==> src/rtl/dft_seq_ctrl_if.sv <==
// Control/handshake bundle between a DFT sequencer and its host/datapath.
// The master side requests transforms and feeds samples; the slave side is the sequencer.
interface dft_seq_ctrl_if #(
    parameter int ADDR_W = 12
);
    logic              start;
    logic              skip_load;
    logic [ADDR_W-1:0] sample_num;
    logic              in_valid;
    logic              in_ready;
    logic              abort;
    logic              load_nCompute;
    logic [ADDR_W-1:0] n_idx;
    logic [ADDR_W-1:0] k_idx;
    logic              cache_we;
    logic              acc_clear;
    logic              acc_en;
    logic              res_we;
    logic              busy;
    logic              done;
    logic              err;

    modport master (
        output start, skip_load, sample_num, in_valid, abort,
        input  in_ready, load_nCompute, n_idx, k_idx,
        input  cache_we, acc_clear, acc_en, res_we, busy, done, err
    );

    modport slave (
        input  start, skip_load, sample_num, in_valid, abort,
        output in_ready, load_nCompute, n_idx, k_idx,
        output cache_we, acc_clear, acc_en, res_we, busy, done, err
    );
endinterface

==> src/rtl/dft_seq_ctrl.sv <==
// Sequencer for a direct N-point DFT: loads samples into a cache, then for each bin
// clears the accumulator, runs N MACs, drains the MAC pipeline and stores one result.
module dft_seq_ctrl #(
    parameter int ADDR_W   = 12,
    parameter int PIPE_LAT = 2
) (
    input  logic          clk,
    input  logic          nrst,
    input  logic          ce,
    dft_seq_ctrl_if.slave bus
);

    typedef enum logic [2:0] {
        IDLE,
        LOAD,
        CLEAR,
        COMPUTE,
        DRAIN,
        STORE,
        DONE
    } state_t;

    localparam logic [2:0]        DRAIN_LAST = (PIPE_LAT > 0) ? 3'(PIPE_LAT - 1) : 3'd0;
    localparam logic [ADDR_W-1:0] MIN_N      = ADDR_W'(2);
    localparam logic [ADDR_W-1:0] ONE        = ADDR_W'(1);

    state_t            state_q, state_d;
    logic [ADDR_W-1:0] n_max_q, n_max_d;
    logic [ADDR_W-1:0] n_cnt_q, n_cnt_d;
    logic [ADDR_W-1:0] n_idx_q, n_idx_d;
    logic [ADDR_W-1:0] k_idx_q, k_idx_d;
    logic [2:0]        drain_q, drain_d;
    logic              in_ready_q, in_ready_d;
    logic              load_ncompute_q, load_ncompute_d;
    logic              busy_q, busy_d;
    logic              done_q, done_d;
    logic              err_q, err_d;
    logic              cache_we_q, cache_we_d;
    logic              acc_clear_q, acc_clear_d;
    logic              acc_en_q, acc_en_d;
    logic              res_we_q, res_we_d;

    always_comb begin
        state_d    = state_q;
        n_max_d    = n_max_q;
        n_cnt_d    = n_cnt_q;
        k_idx_d    = k_idx_q;
        drain_d    = drain_q;
        err_d      = 1'b0;
        cache_we_d = 1'b0;

        if (ce) begin
            if (bus.abort && (state_q != IDLE)) begin
                state_d = IDLE;
                n_cnt_d = '0;
                k_idx_d = '0;
                err_d   = 1'b1;
            end else begin
                case (state_q)
                    IDLE: begin
                        n_cnt_d = '0;
                        k_idx_d = '0;
                        if (bus.start && !bus.abort) begin
                            if (bus.sample_num < MIN_N) begin
                                err_d = 1'b1;
                            end else begin
                                n_max_d = bus.sample_num - ONE;
                                state_d = bus.skip_load ? CLEAR : LOAD;
                            end
                        end
                    end
                    LOAD: begin
                        if (bus.in_valid && in_ready_q) begin
                            cache_we_d = 1'b1;
                            if (n_cnt_q == n_max_q) begin
                                n_cnt_d = '0;
                                state_d = CLEAR;
                            end else begin
                                n_cnt_d = n_cnt_q + ONE;
                            end
                        end
                    end
                    CLEAR: state_d = COMPUTE;
                    COMPUTE: begin
                        if (n_cnt_q == n_max_q) begin
                            drain_d = 3'd0;
                            state_d = (PIPE_LAT > 0) ? DRAIN : STORE;
                        end else begin
                            n_cnt_d = n_cnt_q + ONE;
                        end
                    end
                    DRAIN: begin
                        if (drain_q == DRAIN_LAST) begin
                            state_d = STORE;
                        end else begin
                            drain_d = drain_q + 3'd1;
                        end
                    end
                    STORE: begin
                        if (k_idx_q == n_max_q) begin
                            state_d = DONE;
                        end else begin
                            k_idx_d = k_idx_q + ONE;
                            n_cnt_d = '0;
                            state_d = CLEAR;
                        end
                    end
                    DONE: begin
                        state_d = IDLE;
                        n_cnt_d = '0;
                        k_idx_d = '0;
                    end
                    default: state_d = IDLE;
                endcase
            end
        end

        // Levels follow the state even while frozen; one-cycle strobes are dropped when ce is low.
        in_ready_d      = (state_d == LOAD);
        load_ncompute_d = (state_d == IDLE) || (state_d == LOAD);
        busy_d          = (state_d != IDLE);
        acc_clear_d     = ce && (state_d == CLEAR);
        acc_en_d        = ce && (state_d == COMPUTE);
        res_we_d        = ce && (state_d == STORE);
        done_d          = ce && (state_d == DONE);

        // A cache write presents the address of the sample just accepted.
        if (!ce) begin
            n_idx_d = n_idx_q;
        end else if (cache_we_d) begin
            n_idx_d = n_cnt_q;
        end else begin
            n_idx_d = n_cnt_d;
        end
    end

    always_ff @(posedge clk or negedge nrst) begin
        if (!nrst) begin
            state_q         <= IDLE;
            n_max_q         <= '0;
            n_cnt_q         <= '0;
            n_idx_q         <= '0;
            k_idx_q         <= '0;
            drain_q         <= 3'd0;
            in_ready_q      <= 1'b0;
            load_ncompute_q <= 1'b1;
            busy_q          <= 1'b0;
            done_q          <= 1'b0;
            err_q           <= 1'b0;
            cache_we_q      <= 1'b0;
            acc_clear_q     <= 1'b0;
            acc_en_q        <= 1'b0;
            res_we_q        <= 1'b0;
        end else begin
            state_q         <= state_d;
            n_max_q         <= n_max_d;
            n_cnt_q         <= n_cnt_d;
            n_idx_q         <= n_idx_d;
            k_idx_q         <= k_idx_d;
            drain_q         <= drain_d;
            in_ready_q      <= in_ready_d;
            load_ncompute_q <= load_ncompute_d;
            busy_q          <= busy_d;
            done_q          <= done_d;
            err_q           <= err_d;
            cache_we_q      <= cache_we_d;
            acc_clear_q     <= acc_clear_d;
            acc_en_q        <= acc_en_d;
            res_we_q        <= res_we_d;
        end
    end

    assign bus.in_ready      = in_ready_q;
    assign bus.load_nCompute = load_ncompute_q;
    assign bus.n_idx         = n_idx_q;
    assign bus.k_idx         = k_idx_q;
    assign bus.cache_we      = cache_we_q;
    assign bus.acc_clear     = acc_clear_q;
    assign bus.acc_en        = acc_en_q;
    assign bus.res_we        = res_we_q;
    assign bus.busy          = busy_q;
    assign bus.done          = done_q;
    assign bus.err           = err_q;

endmodule
==> src/flat_wrapper.sv <==
// flat-port wrapper written by rule: the top's interface ports become plain ports
module dft_seq_ctrl_flat 
#(
    parameter int ADDR_W   = 12,
    parameter int PIPE_LAT = 2
)
  (clk, nrst, ce, bus_start, bus_skip_load, bus_sample_num, bus_in_valid, bus_abort, bus_in_ready, bus_load_nCompute, bus_n_idx, bus_k_idx, bus_cache_we, bus_acc_clear, bus_acc_en, bus_res_we, bus_busy, bus_done, bus_err);
  dft_seq_ctrl_if #(.ADDR_W(ADDR_W)) bus_i ();
  input  logic clk;
  input  logic nrst;
  input  logic ce;
  input wire logic [$bits(bus_i.start)-1:0] bus_start;
  input wire logic [$bits(bus_i.skip_load)-1:0] bus_skip_load;
  input wire logic [$bits(bus_i.sample_num)-1:0] bus_sample_num;
  input wire logic [$bits(bus_i.in_valid)-1:0] bus_in_valid;
  input wire logic [$bits(bus_i.abort)-1:0] bus_abort;
  output wire logic [$bits(bus_i.in_ready)-1:0] bus_in_ready;
  output wire logic [$bits(bus_i.load_nCompute)-1:0] bus_load_nCompute;
  output wire logic [$bits(bus_i.n_idx)-1:0] bus_n_idx;
  output wire logic [$bits(bus_i.k_idx)-1:0] bus_k_idx;
  output wire logic [$bits(bus_i.cache_we)-1:0] bus_cache_we;
  output wire logic [$bits(bus_i.acc_clear)-1:0] bus_acc_clear;
  output wire logic [$bits(bus_i.acc_en)-1:0] bus_acc_en;
  output wire logic [$bits(bus_i.res_we)-1:0] bus_res_we;
  output wire logic [$bits(bus_i.busy)-1:0] bus_busy;
  output wire logic [$bits(bus_i.done)-1:0] bus_done;
  output wire logic [$bits(bus_i.err)-1:0] bus_err;
  assign bus_i.start = bus_start;
  assign bus_i.skip_load = bus_skip_load;
  assign bus_i.sample_num = bus_sample_num;
  assign bus_i.in_valid = bus_in_valid;
  assign bus_i.abort = bus_abort;
  assign bus_in_ready = bus_i.in_ready;
  assign bus_load_nCompute = bus_i.load_nCompute;
  assign bus_n_idx = bus_i.n_idx;
  assign bus_k_idx = bus_i.k_idx;
  assign bus_cache_we = bus_i.cache_we;
  assign bus_acc_clear = bus_i.acc_clear;
  assign bus_acc_en = bus_i.acc_en;
  assign bus_res_we = bus_i.res_we;
  assign bus_busy = bus_i.busy;
  assign bus_done = bus_i.done;
  assign bus_err = bus_i.err;
  dft_seq_ctrl #(.ADDR_W(ADDR_W), .PIPE_LAT(PIPE_LAT)) u_core (.clk(clk), .nrst(nrst), .ce(ce), .bus(bus_i));
endmodule
==> config.mk <==
export PLATFORM = sky130hd
export DESIGN_NAME = dft_seq_ctrl_flat
export DESIGN_NICKNAME = d
export VERILOG_FILES = /design/src/rtl/dft_seq_ctrl_if.sv /design/src/rtl/dft_seq_ctrl.sv /design/src/flat_wrapper.sv
export SDC_FILE = /design/constraint.sdc
export NUM_CORES = 1
export LEC_CHECK = 0
export CORE_AREA = 2 2 83 101
export DETAILED_ROUTE_END_ITERATION = 7
export DIE_AREA = 0 0 85 103
export MAX_ROUTING_LAYER = met4
export PLACE_DENSITY = 0.77
export SLEW_MARGIN = 20
export SYNTH_ARGS = -nofsm -noshare
export SYNTH_HDL_FRONTEND = slang
export SYNTH_SLANG_ARGS = --single-unit
==> constraint.sdc <==
create_clock -name clk -period 2.6 [get_ports clk]
set_input_delay 0.39 -clock clk [delete_from_list [all_inputs] [get_ports clk]]
set_output_delay 0.39 -clock clk [all_outputs]
set_load 0.1 [all_outputs]
==> flow_metrics.py, run 1 <==
metrics = {
    "synthesis": {
        "post_synth_mux_area_share_pct": 0.263,
        "synth_fa_ha_area_share_pct": 1.97,
        "synth_top_family_by_area": "simple AND/OR/NAND/NOR gates",
        "synthFlopType": "dfrtp_1",
        "syn-cell-area_um2": 3800,
        "ys_ff_latch": 63,
        "synth_cell_types": 58,
        "synth_cells": 433,
        "synthArstFlopShare_pct": 100,
        "synth_compound_area_share_pct": 20.7,
        "postSynthAreaPerCell_um2": 8.78,
        "yosysSeqAreaShare_pct": 41.5,
        "synth_edf_count": 0,
        "synth_fp_nets": 458,
        "synthXorXnorAreaFrac_pct": 7.83,
        "synthSimpleGateAreaFrac_pct": 23.2,
        "yosys_warnings": 0,
    },
    "die": {
        "die_x_um": 85,
        "rows": 36,
        "dieArea_um2": 8760,
        "coreArea_um2": 7880,
        "start_util_pct": 48.3,
        "fp.dieH_um": 103,
        "ios": 52,
    },
    "worst_setup_path": {
        "crit_path_cell_trace": "or3_1 -> a21oi_2 -> nand2_1 -> o221ai_1 -> a221o_1",
        "path_class": "reg -> reg",
        "critPathMaxStageDelay_ps": 560,
        "cp.arrival_ps": 2610,
        "critPathRequiredTime_ps": 2880,
        "worst_setup_path_start_kind": "flip-flop",
        "path_max_fanout": 16,
        "crit_path_top_delay_cell": "dfrtp_1",
        "cp-end-kind": "flip-flop",
    },
    "global_route": {
        "met3_usage_pct": 3.60,
        "grt_first_pass_wirelength_um": 17200,
        "grt_max_degree": 36,
        "antenna_found_initial": 0,
        "grtUsageMet2_pct": 42.4,
        "grt_use_total_pct": 25.5,
        "use_met1_pct": 31.9,
        "busiest_layer": "met2",
        "overflow": 0,
        "grt_pass1_vias": 3495,
    },
    "cts": {
        "h-tree-depth": 3,
        "cts_tree": "yes",
        "cts_hold_buf": 0,
        "path_clk_slew_ps": 70,
        "cts_setup_buffers": 0,
        "cts.path.max_buffers": 2,
        "clkSinkCount": 63,
        "ctsResizeCount": 0,
        "cts_buffers": 9,
        "clk_latency_ps": 350,
        "root_buffer": "clkbuf_8",
    },
    "route": {
        "wirelength_um": 10500,
        "first_pass_iters": 6,
        "drtAntennaViolNets": 0,
        "first_iter_violations": 496,
        "wl_per_cell_um": 17.5,
        "drcViolationCount": 0,
        "vias_per_cell": 6.17,
        "vias": 3698,
    },
    "timing": {
        "slew_violations": 0,
        "max_slew_margin_pct": 54.0,
        "setup_tns_ps": 0,
        "setup_viol": 0,
        "skew_ps": 11.4,
        "worst_slew_pin_slew_ps": 691,
        "min_period_ps": 2330,
        "period_share_pct": 89.8,
        "hold_viol": 0,
        "rsz0062_at_grt": "false",
        "setup_ws_ps": 266,
        "hold_ws_ps": 79.7,
        "fmax_mhz": 428,
    },
    "pwr": {
        "ir_worst_vdd_mv": 0.747,
        "totalPowerFinal_mw": 3.72,
        "p_leak_nw": 2.16,
        "cellPowerDensity_nw_per_um2": 803,
    },
    "finish": {
        "fin_nets": 524,
        "nFillCells": 745,
        "n_antenna_cell": 0,
        "drive_above_1_share_pct": 16.7,
        "area_delta_synth_final_pct": 21.6,
        "fin_util_pct": 58.7,
    },
    "placement": {
        "place_hpwl_um": 7810,
        "io_buffers": 51,
        "gp_congestion": 0.951,
        "place_ws_ps": 52.1,
    },
    "run_status": {
        "outcome": "finished, final reports clean",
    },
    "worst_hold_path": {
        "min-delay-path-class": "in -> async",
    },
    "job": {
        "drv_cap": 0,
    },
}
flip-flops by register name (all words and copies together) (netlist names):
register and cells:
u_core.drain_q 3, u_core.bus.res_we 1, u_core.bus.busy 1, u_core.bus.err 1
u_core.bus.n_idx 12, u_core.bus.acc_clear 1, u_core.bus.k_idx 12, u_core.n_max_q 12
u_core.bus.in_ready 1, u_core.bus.load_nCompute 1, u_core.bus.acc_en 1, u_core.n_cnt_q 12
u_core.bus.done 1, u_core.bus.cache_we 1, u_core.state_q 3
cell usage after synthesis, types with 11 or more instances:
master | n | share of area [%]
a21oi_1 | 22 | 2.9
nand3_1 | 20 | 2.6
inv_1 | 11 | 1.1
xor2_1 | 27 | 6.2
dfrtp_1 | 62 | 41
nand2_1 | 48 | 4.7
o31ai_1 | 13 | 2.6
and3_1 | 16 | 2.6
nor2_1 | 28 | 2.8
nor3_1 | 15 | 2.0
o21ai_0 | 38 | 5.0
nand4_1 | 13 | 2.1
layout by cell type (no fill, tap or decap), types with 15 or more instances in the layout:
master and n:
clkdlybuf4s50_1 17, and3_1 16, nand3_1 20, a21oi_1 22, nand2_1 48, nor2_1 28
o21ai_0 38, buf_4 56, nor3_1 15, xor2_1 27, dfrtp_1 62
metal layers:
layer | part of all wire [%] | vias to the layer above
met3 | 6.1 | 24
met4 | 1.9 | 0
met2 | 50 | 153
met1 | 42 | 1804
li1 | - | 1717
met5 | 0 | -
worst max-delay path, delay by kind of cell, from the launching register on:
family | cells | cell delay, ps
compound gates | 3 | 950
flops | 1 | 560
simple gates | 2 | 750
path summary, 6_finish.rpt:
| path | from | to | slack, ps | cells after the start |
|---|---|---|---|---|
| min reg2reg | u_core.bus.n_idx[8] | u_core.bus.n_idx[8] | 530 | 2 |
| max in group asynchronous | nrst | u_core.bus.n_idx[10] | 1890 | 2 |
| max reg2reg | u_core.state_q[1] | u_core.n_cnt_q[9] | 270 | 5 |
| min in group clk | u_core.bus.n_idx[8] | u_core.bus.n_idx[8] | 530 | 2 |
| max | u_core.state_q[1] | u_core.n_cnt_q[9] | 270 | 5 |
| min | nrst | u_core.bus.done | 80 | 1 |
per-stage QoR:
step / instances / area (um^2)
global route: 599 / 4630
finish: 599 / 4630
CTS: 599 / 4630
floorplan: 433 / 3800
detailed placement: 583 / 4440
global placement: 583 / 4440
report_power, final:
group | internal, mW | total, mW | switching, mW
clock network | 0.465 | 0.847 | 0.382
logic | 0.538 | 1.50 | 0.957
registers | 1.14 | 1.37 | 0.229
kinds of logic (layout without fill, tap and decap cells):
logic type                 Yosys count  count (layout)
xor gates and xnor gates            34              34
adders and majority gates            6               6
AOI/OAI and AO/OA                  120             120
and+or+nand+nor                    175             175
muxes                                1               1
buffers and inverters               34             105
DFF                                 63              63
area by class of cell:
cell class	instances	area [um^2]	area share [%]
multi-input cells	336	2050	44.4
clock buffers	12	145	3.14
flip-flops and latches	63	1580	34.1
well taps	95	119	2.57
clock inverters	4	45.0	0.973
inverters	13	51.3	1.11
repair buffers	76	636	13.7
No activity file was read; power rests on OpenSTA's default activity.
==> inputs of run 2 (changes only) <==
CAP_MARGIN = 20   (was default)
==> results of run 2 <==
Final layout, timing and power as in run 1 (identical DEF).
